File: config.mk
export PLATFORM = sky130hd
export DESIGN_NAME = averager_reader_flat
export DESIGN_NICKNAME = d
export VERILOG_FILES = /design/src/rtl/averager_reader_if.sv /design/src/rtl/averager_reader.sv /design/src/flat_wrapper.sv
export SDC_FILE = /design/constraint.sdc
export NUM_CORES = 1
export LEC_CHECK = 0
export BUFFER_PORTS_ARGS = -buffer_cell sky130_fd_sc_hd__buf_4
export CAP_MARGIN = 20
export CORE_MARGIN = 8
export CORE_UTILIZATION = 32
export DETAILED_ROUTE_END_ITERATION = 8
export HOLD_SLACK_MARGIN = 0.15
export PLACE_DENSITY = 0.54
export SYNTH_ARGS = -nofsm -noshare
export SYNTH_HDL_FRONTEND = slang
export SYNTH_SLANG_ARGS = --single-unit
File: constraint.sdc
create_clock -name clk -period 4.3 [get_ports clk]
set_clock_uncertainty 0.15 [all_clocks]
set_input_delay 0 -clock clk [delete_from_list [all_inputs] [get_ports clk]]
set_output_delay 0 -clock clk [all_outputs]
set_load 0.02 [all_outputs]
File: src/rtl/averager_reader_if.sv
// BRAM read port plus AXI4-Stream master bundle used by averager_reader.
interface averager_reader_if #(
    parameter int FAST_COUNT_WIDTH = 13,
    parameter int DATA_WIDTH       = 32
);
    logic [FAST_COUNT_WIDTH+1:0] bram_addr;
    logic                        bram_en;
    logic [DATA_WIDTH-1:0]       bram_rddata;
    logic [DATA_WIDTH-1:0]       m_axis_tdata;
    logic                        m_axis_tvalid;
    logic                        m_axis_tready;
    logic                        m_axis_tlast;

    modport master (
        output bram_addr, bram_en, m_axis_tdata, m_axis_tvalid, m_axis_tlast,
        input  bram_rddata, m_axis_tready
    );

    modport slave (
        input  bram_addr, bram_en, m_axis_tdata, m_axis_tvalid, m_axis_tlast,
        output bram_rddata, m_axis_tready
    );
endinterface

File: src/rtl/averager_reader.sv
// Sweeps accumulator BRAM indices 0..count_max and streams the sums over AXI4-Stream.
// Optional n_avg header beat enabled by defining AVERAGER_READER_HEADER_EN.
module averager_reader #(
    parameter int FAST_COUNT_WIDTH = 13,
    parameter int SLOW_COUNT_WIDTH = 19,
    parameter int DATA_WIDTH       = 32,
    parameter int BRAM_LATENCY     = 2
) (
    input  logic                        clk,
    input  logic                        rst,
    input  logic                        start,
    input  logic                        ready,
    input  logic [FAST_COUNT_WIDTH-1:0] count_max,
    input  logic [SLOW_COUNT_WIDTH-1:0] n_avg,
    output logic                        busy,
    output logic                        done,
    averager_reader_if.master           bus
);
    localparam int DEPTH = BRAM_LATENCY + 1;
    localparam int CW    = 4;
    localparam int PW    = 2;

    typedef enum logic [1:0] {
        IDLE   = 2'd0,
        HEADER = 2'd1,
        READ   = 2'd2,
        DRAIN  = 2'd3
    } state_t;

    state_t                      state_r, state_next_s;
    logic [FAST_COUNT_WIDTH:0]   idx_r;
    logic [FAST_COUNT_WIDTH-1:0] count_max_r;
    logic [SLOW_COUNT_WIDTH-1:0] n_avg_r;
    logic [BRAM_LATENCY-1:0]     vld_pipe_r, last_pipe_r;
    logic [DATA_WIDTH:0]         fifo_mem_r [DEPTH];
    logic [PW-1:0]               wr_ptr_r, rd_ptr_r;
    logic [CW-1:0]               fifo_count_r;
    logic                        done_r;

    logic          accept_s, issue_s, issue_last_s, pop_s, push_s, fifo_empty_s, hdr_beat_s;
    logic [CW-1:0] inflight_s, fifo_after_pop_s;

    function automatic logic [CW-1:0] ones_count(input logic [BRAM_LATENCY-1:0] v);
        logic [CW-1:0] n;
        n = '0;
        for (int i = 0; i < BRAM_LATENCY; i++) begin
            n = n + {{(CW-1){1'b0}}, v[i]};
        end
        return n;
    endfunction

    function automatic logic [PW-1:0] ptr_inc(input logic [PW-1:0] p);
        return (p == PW'(DEPTH - 1)) ? '0 : p + PW'(1);
    endfunction

    // Credit check counts reads still in the BRAM pipe plus FIFO words left after this cycle's pop.
    always_comb begin
        fifo_empty_s     = (fifo_count_r == '0);
`ifdef AVERAGER_READER_HEADER_EN
        hdr_beat_s       = (state_r == HEADER);
`else
        hdr_beat_s       = 1'b0;
`endif
        pop_s            = !fifo_empty_s && bus.m_axis_tready;
        push_s           = vld_pipe_r[BRAM_LATENCY-1];
        inflight_s       = ones_count(vld_pipe_r);
        fifo_after_pop_s = fifo_count_r - {{(CW-1){1'b0}}, pop_s};
        accept_s         = (state_r == IDLE) && start && ready;
        issue_s          = (state_r == READ) && ((inflight_s + fifo_after_pop_s) < CW'(DEPTH));
        issue_last_s     = (idx_r == {1'b0, count_max_r});
    end

    // Next-state logic.
    always_comb begin
        state_next_s = state_r;
        case (state_r)
            IDLE: begin
                if (accept_s) begin
`ifdef AVERAGER_READER_HEADER_EN
                    state_next_s = HEADER;
`else
                    state_next_s = READ;
`endif
                end else begin
                    state_next_s = IDLE;
                end
            end
`ifdef AVERAGER_READER_HEADER_EN
            HEADER: begin
                if (bus.m_axis_tready) begin
                    state_next_s = READ;
                end else begin
                    state_next_s = HEADER;
                end
            end
`endif
            READ: begin
                if (issue_s && issue_last_s) begin
                    state_next_s = DRAIN;
                end else begin
                    state_next_s = READ;
                end
            end
            DRAIN: begin
                if ((inflight_s == '0) && (fifo_after_pop_s == '0)) begin
                    state_next_s = IDLE;
                end else begin
                    state_next_s = DRAIN;
                end
            end
            default: state_next_s = IDLE;
        endcase
    end

    // Output decode; everything is derived from registered state so reset clears it at once.
    always_comb begin
        bus.bram_en       = issue_s;
        bus.bram_addr     = issue_s ? {idx_r[FAST_COUNT_WIDTH-1:0], 2'b00} : '0;
        bus.m_axis_tvalid = !fifo_empty_s || hdr_beat_s;
        if (hdr_beat_s) begin
            bus.m_axis_tdata = DATA_WIDTH'(n_avg_r);
            bus.m_axis_tlast = 1'b0;
        end else if (!fifo_empty_s) begin
            bus.m_axis_tdata = fifo_mem_r[rd_ptr_r][DATA_WIDTH-1:0];
            bus.m_axis_tlast = fifo_mem_r[rd_ptr_r][DATA_WIDTH];
        end else begin
            bus.m_axis_tdata = '0;
            bus.m_axis_tlast = 1'b0;
        end
        busy = (state_r != IDLE);
        done = done_r;
    end

    // Control state, read-latency pipeline and FIFO bookkeeping.
    always_ff @(posedge clk or posedge rst) begin
        if (rst) begin
            state_r      <= IDLE;
            idx_r        <= '0;
            count_max_r  <= '0;
            n_avg_r      <= '0;
            vld_pipe_r   <= '0;
            last_pipe_r  <= '0;
            wr_ptr_r     <= '0;
            rd_ptr_r     <= '0;
            fifo_count_r <= '0;
            done_r       <= 1'b0;
        end else begin
            state_r <= state_next_s;
            done_r  <= (state_r == DRAIN) && (state_next_s == IDLE);
            if (accept_s) begin
                idx_r       <= '0;
                count_max_r <= count_max;
                n_avg_r     <= n_avg;
            end else if (issue_s) begin
                idx_r <= idx_r + (FAST_COUNT_WIDTH + 1)'(1);
            end
            vld_pipe_r[0]  <= issue_s;
            last_pipe_r[0] <= issue_s && issue_last_s;
            for (int i = 1; i < BRAM_LATENCY; i++) begin
                vld_pipe_r[i]  <= vld_pipe_r[i-1];
                last_pipe_r[i] <= last_pipe_r[i-1];
            end
            if (push_s) begin
                wr_ptr_r <= ptr_inc(wr_ptr_r);
            end
            if (pop_s) begin
                rd_ptr_r <= ptr_inc(rd_ptr_r);
            end
            fifo_count_r <= fifo_after_pop_s + {{(CW-1){1'b0}}, push_s};
        end
    end

    // FIFO storage: {tlast, data}, captured the cycle the BRAM word is valid.
    always_ff @(posedge clk) begin
        if (push_s) begin
            fifo_mem_r[wr_ptr_r] <= {last_pipe_r[BRAM_LATENCY-1], bus.bram_rddata};
        end
    end
endmodule

File: src/flat_wrapper.sv
// flat-port wrapper written by rule: the top's interface ports become plain ports
module averager_reader_flat 
#(
    parameter int FAST_COUNT_WIDTH = 13,
    parameter int SLOW_COUNT_WIDTH = 19,
    parameter int DATA_WIDTH       = 32,
    parameter int BRAM_LATENCY     = 2
)
  (clk, rst, start, ready, count_max, n_avg, busy, done, bus_bram_addr, bus_bram_en, bus_m_axis_tdata, bus_m_axis_tvalid, bus_m_axis_tlast, bus_bram_rddata, bus_m_axis_tready);
  averager_reader_if #(.FAST_COUNT_WIDTH(FAST_COUNT_WIDTH), .DATA_WIDTH(DATA_WIDTH)) bus_i ();
  input  logic clk;
  input  logic rst;
  input  logic start;
  input  logic ready;
  input  logic [FAST_COUNT_WIDTH-1:0] count_max;
  input  logic [SLOW_COUNT_WIDTH-1:0] n_avg;
  output logic busy;
  output logic done;
  output wire logic [$bits(bus_i.bram_addr)-1:0] bus_bram_addr;
  output wire logic [$bits(bus_i.bram_en)-1:0] bus_bram_en;
  output wire logic [$bits(bus_i.m_axis_tdata)-1:0] bus_m_axis_tdata;
  output wire logic [$bits(bus_i.m_axis_tvalid)-1:0] bus_m_axis_tvalid;
  output wire logic [$bits(bus_i.m_axis_tlast)-1:0] bus_m_axis_tlast;
  input wire logic [$bits(bus_i.bram_rddata)-1:0] bus_bram_rddata;
  input wire logic [$bits(bus_i.m_axis_tready)-1:0] bus_m_axis_tready;
  assign bus_bram_addr = bus_i.bram_addr;
  assign bus_bram_en = bus_i.bram_en;
  assign bus_m_axis_tdata = bus_i.m_axis_tdata;
  assign bus_m_axis_tvalid = bus_i.m_axis_tvalid;
  assign bus_m_axis_tlast = bus_i.m_axis_tlast;
  assign bus_i.bram_rddata = bus_bram_rddata;
  assign bus_i.m_axis_tready = bus_m_axis_tready;
  averager_reader #(.FAST_COUNT_WIDTH(FAST_COUNT_WIDTH), .SLOW_COUNT_WIDTH(SLOW_COUNT_WIDTH), .DATA_WIDTH(DATA_WIDTH), .BRAM_LATENCY(BRAM_LATENCY)) u_core (.clk(clk), .rst(rst), .start(start), .ready(ready), .count_max(count_max), .n_avg(n_avg), .busy(busy), .done(done), .bus(bus_i));
endmodule
==> results of run 1 <==
-- cells by family after synthesis --
group / share of synthesized area [%]
AO/OA/AOI/OAI: 6.19
XOR/XNOR: 3.03
adder cells (fa/ha/maj): 1.83
buffers and inverters: 2.82
flip-flops: 66.8
multiplexers: 5.81
other: 0.0622
AND/OR/NAND/NOR: 13.5
-- cells in the mapped netlist, types with 5 or more instances --
| cell type | instances |
|---|---|
| or3_1 | 6 |
| nand3_1 | 7 |
| nor2b_1 | 5 |
| a21oi_1 | 41 |
| nor3_1 | 5 |
| ha_1 | 8 |
| inv_1 | 13 |
| xor2_1 | 9 |
| nand2_1 | 58 |
| xnor2_1 | 10 |
| o21ai_1 | 5 |
| clkbuf_1 | 17 |
| nor2_1 | 76 |
| dfrtp_1 | 42 |
| o21ai_0 | 6 |
| edfxtp_1 | 99 |
| and2_1 | 10 |
| mux2i_1 | 35 |
-- power breakdown --
| part | internal [mW] | total [mW] | switching (mW) |
|---|---|---|---|
| registers | 1.75 | 1.98 | 0.229 |
| logic | 0.903 | 2.23 | 1.33 |
| clock network | 0.922 | 1.50 | 0.576 |
-- layout make-up --
class | count | share of cell area, %
Inverter | 14 | 0.700
Tap cell | 234 | 3.56
Clock inverter | 15 | 2.25
Timing Repair Buffer | 161 | 16.7
Multi-Input combinational cell | 315 | 22.7
Clock buffer | 17 | 5.17
Sequential cell | 141 | 49.0
-- layer usage --
layer	GRT usage [%]	wire length [microns]	vias to the layer above
met1	14.1	6220	2013
met2	19.6	6490	92
met5	0	0	-
met3	3.78	720	15
met4	4.67	191	0
li1	-	-	2047
-- sequential cells by signal (all words and copies together), names as in the netlist --
| signal | count |
|---|---|
| u_core.count_max_r | 13 |
| u_core.done | 1 |
| u_core.wr_ptr_r | 2 |
| u_core.vld_pipe_r | 2 |
| u_core.fifo_count_r | 4 |
| u_core.last_pipe_r | 2 |
| u_core.idx_r | 14 |
| u_core.state_r | 2 |
| u_core.rd_ptr_r | 2 |
| u_core.fifo_mem_r | 99 |
-- worst max-delay path, delay by kind of cell, from the launching register on --
| family | cells | cell delay, ps |
|---|---|---|
| simple gates | 6 | 1130 |
| fa+ha+maj | 3 | 900 |
| buf+inv | 4 | 470 |
| compound gates | 1 | 290 |
| flops | 1 | 450 |
| xor+xnor | 1 | 170 |
-- per-stage QoR --
| step | hold WS, ps | util (%) |
|---|---|---|
| 2_1_floorplan | -51.1 | - |
| 3_3_place_gp | 28.7 | 37.8 |
| 3_5_place_dp | 38.6 | 37.8 |
| 6_report | 170 | 44.3 |
| 5_1_grt | 163 | 44.3 |
| 4_1_cts | 150 | 44.0 |
-- worst paths after layout --
kind,end,slack (ps),cells past startpoint
max,bus_bram_addr[3],320,15
min,u_core.count_max_r[3]$_DFFE_PP0P_,170,4
max reg2reg,u_core.idx_r[9]$_DFFE_PP0P_,390,14
min reg2reg,u_core.last_pipe_r[1]$_DFF_PP0_,200,0
max in group asynchronous,u_core.rd_ptr_r[1]$_DFFE_PP0P_,2900,5
min in group asynchronous,u_core.idx_r[12]$_DFFE_PP0P_,690,5
-- placed cells by master, fill, tap and decap left out, drive strengths merged, types with 3 or more instances in the layout --
| master | instances |
|---|---|
| nor2b | 5 |
| nand2 | 58 |
| a21o | 4 |
| nor4 | 3 |
| dfrtp | 42 |
| and2 | 11 |
| bufinv | 3 |
| xor2 | 10 |
| dlygate4sd3 | 55 |
| o21ai | 11 |
| o21a | 4 |
| edfxtp | 99 |
| buf | 106 |
| xnor2 | 10 |
| a21oi | 41 |
| nand3 | 7 |
| clkinv | 7 |
| inv | 18 |
| nor3 | 6 |
| nand4 | 4 |
| or3 | 6 |
| mux2i | 35 |
| ha | 8 |
| nor2 | 76 |
| clkbuf | 17 |
-- timing repair --
| action | 4_1_cts | 5_1_grt |
|---|---|---|
| gates resized for setup | 0 | 4 |
| endpoints found under the setup margin | 0 | 12 |
| hold buffers | 55 | 0 |
| endpoints found under the hold margin | 153 | 0 |
==> run_results.csv, run 1 <==
group,metric,value,unit
cts,cts.sinks,141,
logic_synthesis,synth_enable_flop_cells,99,
timing,hold_violations,0,
grt,overflow,0,
timing,fin_tns_setup,0,ps
routing,viasPerCell,4.65,
cts,insertion_delay,420,ps
place,place_hpwl,8.66,mm
timing,grt_setup_unrepaired,"no",
critical_path,cp_slowest_stage_delay,450,ps
power,peakVddDrop,0.000330,V
routing,initialDrtViolationCount,140,
routing,ant_nets,0,
final_layout,fillerInstances,1708,
grt,grtUsageTotal,11.9,%
logic_synthesis,async_flop_share,29.8,%
final_layout,final_area,8220,sq um
cts,htreeDepth,4,
floorplan,dieWidth,153,microns
floorplan,initial_utilization,32.4,%
power,leakage,3.42,nW
place,portBuffers,99,
timing,timing.final.ws_setup,323,ps
floorplan,die_area,23500,sq um
timing,period_minus_slack,3980,ps
place,gp_congestion,0.775,
final_layout,drive_gt1_share,22.6,%
logic_synthesis,syn_area,6030,sq um
hold_path,hold_start,"count_max[3]",
floorplan,core,18600,sq um
final_layout,area_growth,36.4,%
final_layout,stdcell_count,897,
routing,wl,13.6,mm
logic_synthesis,synth_top_area_share,49.3,%
cts,clk_path_buf_depth,2,
routing,wl_per_cell,15.2,microns
cts,postCtsSetupBuffers,0,
floorplan,die_y,153,microns
final_layout,ff_latch_area,4030,sq um
final_layout,multi_input_area,1860,sq um
critical_path,required,4150,ps
status,status,"finished clean",
timing,worst_slew_pin_slew,886,ps
critical_path,cp-startpoint,"u_core.fifo_count_r[3]$_DFF_PP0_",
timing,max_freq,251,MHz
logic_synthesis,ys_warn_count,0,
power,p_per_area,694,nW/um^2
floorplan,num_rows,50,
floorplan,ioPinCount,121,
logic_synthesis,netlist_instances,494,
place,dp.cells,808,
logic_synthesis,yosysSeqAreaShare,66.8,%
hold_path,hp-class,"input pin to flop",
timing,slew_headroom,40.9,%
place,placed_cell_area,7020,sq um
grt,grt_pass1_vias,4428,
routing,vias,4167,
place,place_ws,405,ps
routing,drc,0,
critical_path,regToRegStartpoint,"u_core.fifo_count_r[3]$_DFF_PP0_",
logic_synthesis,ys_seq_elements,141,
critical_path,cp_slowest_cell,"dfrtp_1",
power,power,5.71,mW
timing,setup_viol,0,
logic_synthesis,avgSynthCellArea,12.2,sq um
critical_path,cp_max_fo,21,
routing,drt_pass1_iterations,4,
logic_synthesis,synth_flop_cell,"edfxtp_1",
cts,tritoncts,"built",
run,maxCapViolCount,0,
critical_path,critical_path_class,"flop to output pin",
timing,maxSlewViolCount,0,
critical_path,crit_path_start_kind,"flop",
logic_synthesis,synthTopCellsByArea,"edfxtp_1 49%, dfrtp_1 17%, mux2i_1 5.8%",
cts,cts_root_buffer,"clkbuf_16",
grt,antenna_found_initial,0,
cts,cts_buffers,17,
final_layout,diodes,0,
critical_path,path_cells,"nor4_2, inv_1, nand2_1, inv_1, ha_1, ha_1, xnor2_1, ha_1, nand2_1, nand2_1, or3_1, o32a_2, clkinv_4, and2_1, buf_4",
critical_path,crit_arrival,3830,ps
logic_synthesis,ys_types,41,
logic_synthesis,yosys.area.top_type,"edfxtp_1",
grt,grt_pass1_wl,22.1,mm
grt,grt_max_degree,43,
critical_path,worst_setup_path_end_kind,"output pin",
cts,cts.clk_slew.worst_paths,60,ps
timing,fin_crit_sh,92.5,%
final_layout,nets,727,
Power figures use the tool's default switching activity.
==> inputs of run 2 (changes only) <==
- PLACE_DENSITY: 0.54 -> unset
==> run_results.csv, run 2 (synthesis results as in run 1) <==
group,metric,value,unit
final_layout,final_common_cell,"buf_4",
final_layout,nets,721,
power,leakage,3.37,nW
final_layout,largest_register,"u_core.fifo_mem_r",
floorplan,die_area,23500,sq um
critical_path,worst_setup_path_end_kind,"output pin",
timing,fin_crit_sh,92.5,%
final_layout,final_cell_mix,"101 x buf_4, 99 x edfxtp_1, 74 x nor2_1",
timing,grt_setup_unrepaired,"no",
final_layout,diodes,0,
power,power,5.64,mW
place,place_hpwl,8.78,mm
cts,htreeDepth,4,
critical_path,crit_path_start_kind,"flop",
timing,setup_viol,0,
routing,viasPerCell,4.68,
hold_path,hold_start,"count_max[10]",
power,peakVddDrop,0.000305,V
grt,overflow,0,
floorplan,num_rows,50,
critical_path,cp_slowest_stage_delay,440,ps
grt,grt_max_degree,70,
timing,fin_tns_setup,0,ps
grt,grtUsageTotal,12.1,%
final_layout,top_regs,"u_core.fifo_mem_r (99), u_core.idx_r (14), u_core.count_max_r (13)",
final_layout,fillerInstances,1734,
cts,cts.sinks,141,
critical_path,required,4150,ps
status,status,"finished clean",
final_layout,area_growth,35.2,%
final_layout,final_area,8150,sq um
place,gp_congestion,0.763,
cts,clk_path_buf_depth,2,
routing,wl_per_cell,15.6,microns
cts,cts.clk_slew.worst_paths,60,ps
timing,slew_headroom,41.9,%
cts,insertion_delay,410,ps
timing,worst_slew_pin_slew,871,ps
final_layout,drive_gt1_share,22.1,%
floorplan,die_y,153,microns
critical_path,crit_arrival,3830,ps
critical_path,path_cells,"nor4_2, inv_1, nand2_1, inv_1, ha_1, ha_1, xnor2_1, ha_1, nand2_1, nand2_1, or3_1, o32a_2, inv_6, and2_1, buf_4",
timing,maxSlewViolCount,0,
floorplan,core,18600,sq um
place,placed_cell_area,7010,sq um
cts,cts_buffers,17,
cts,postCtsSetupBuffers,0,
routing,drt_pass1_iterations,4,
routing,ant_nets,0,
run,maxCapViolCount,0,
cts,cts_root_buffer,"clkbuf_16",
critical_path,r2r_cells,14,
grt,antenna_found_initial,0,
grt,grt_pass1_vias,4446,
final_layout,stdcell_count,891,
critical_path,r2r-end,"u_core.idx_r[9]$_DFFE_PP0P_",
routing,drc,0,
power,p_per_area,692,nW/um^2
critical_path,reg2reg_slack,440,ps
critical_path,regToRegStartpoint,"u_core.fifo_count_r[3]$_DFF_PP0_",
timing,whs,165,ps
routing,initialDrtViolationCount,209,
timing,max_freq,251,MHz
hold_path,holdPathStages,4,
timing,period_minus_slack,3980,ps
floorplan,ioPinCount,121,
routing,wl,13.9,mm
hold_path,hp-class,"input pin to flop",
place,portBuffers,99,
place,dp.cells,806,
routing,vias,4172,
floorplan,dieWidth,153,microns
final_layout,largest_reg_flops,99,
hold_path,min_to,"u_core.count_max_r[10]$_DFFE_PP0P_",
timing,hold_violations,0,
place,place_ws,392,ps
grt,grt_pass1_wl,22.7,mm
final_layout,final_core_util,43.9,%
critical_path,cp_slowest_cell,"dfrtp_1",
floorplan,initial_utilization,32.4,%
critical_path,critical_path_class,"flop to output pin",
critical_path,cp_max_fo,21,
timing,timing.final.ws_setup,321,ps
cts,tritoncts,"built",
run 2: changes by cell type in the layout (fill, tap and decap cells not counted):
cell | previous run | this run
clkinvlp_4 | 1 | 2
inv_6 | 4 | 2
dlygate4sd3_1 | 55 | 48
buf_4 | 104 | 101
buf_12 | 2 | 5
clkbuf_1 | 0 | 4
bufinv_16 | 3 | 2
inv_8 | 1 | 0
clkinv_2 | 3 | 2
clkinv_1 | 0 | 2
clkinv_4 | 4 | 2
buf_6 | 0 | 1
run 2: repair_timing:
action | in CTS | in global routing
hold endpoints to repair | 153 | 0
gates resized for setup | 0 | 4
hold buffers | 48 | 0
endpoints found under the setup margin | 0 | 12
run 2: area by class of cell:
| cell class | instances | area [sq um] | share of cell area (%) |
|---|---|---|---|
| inverter | 14 | 57.6 | 0.706 |
| tap | 234 | 293 | 3.59 |
| multi-input combinational | 315 | 1860 | 22.9 |
| timing repair buffer | 155 | 1350 | 16.6 |
| clock buffer | 21 | 440 | 5.40 |
| clock inverter | 11 | 119 | 1.46 |
| sequential | 141 | 4030 | 49.4 |
run 2: routing by layer:
layer  GRT usage [%]  routed length (microns)  vias up
met3            4.26                      750       10
met5               0                        0        -
met1            14.6                     6440     2033
met2            20.2                     6660      101
li1                -                        -     2028
met4            3.11                       85        0
run 2: critical path, delay by kind of cell (launching register included):
family | cells | cell delay (ps)
and+or+nand+nor | 6 | 1090
adders and majority gates | 3 | 920
buffers and inverters | 4 | 500
DFF | 1 | 440
AOI/OAI and AO/OA | 1 | 300
xor gates and xnor gates | 1 | 180
run 2: how the worst max path moves through the flow:
stage | start | endpoint | slack (ps) | depth (start not counted)
6_report | u_core.fifo_count_r[3]$_DFF_PP0_ | bus_bram_addr[8] | 320 | 15
5_1_grt | u_core.fifo_count_r[3]$_DFF_PP0_ | bus_bram_addr[8] | 40 | 15
4_1_cts | u_core.fifo_count_r[3]$_DFF_PP0_ | bus_bram_addr[2] | 60 | 15
3_5_place_dp | u_core.fifo_count_r[3]$_DFF_PP0_ | u_core.idx_r[9]$_DFFE_PP0P_ | 390 | 14
3_3_place_gp | u_core.fifo_count_r[3]$_DFF_PP0_ | u_core.idx_r[9]$_DFFE_PP0P_ | 520 | 14
2_1_floorplan | u_core.fifo_count_r[3]$_DFF_PP0_ | u_core.idx_r[3]$_DFFE_PP0P_ | 170 | 15
run 2: where the power goes:
group	leakage, nW	total, mW	internal (mW)	switching, mW
Clock	0.267	1.39	0.850	0.537
Sequential	1.44	1.94	1.75	0.195
Combinational	1.66	2.31	0.937	1.37
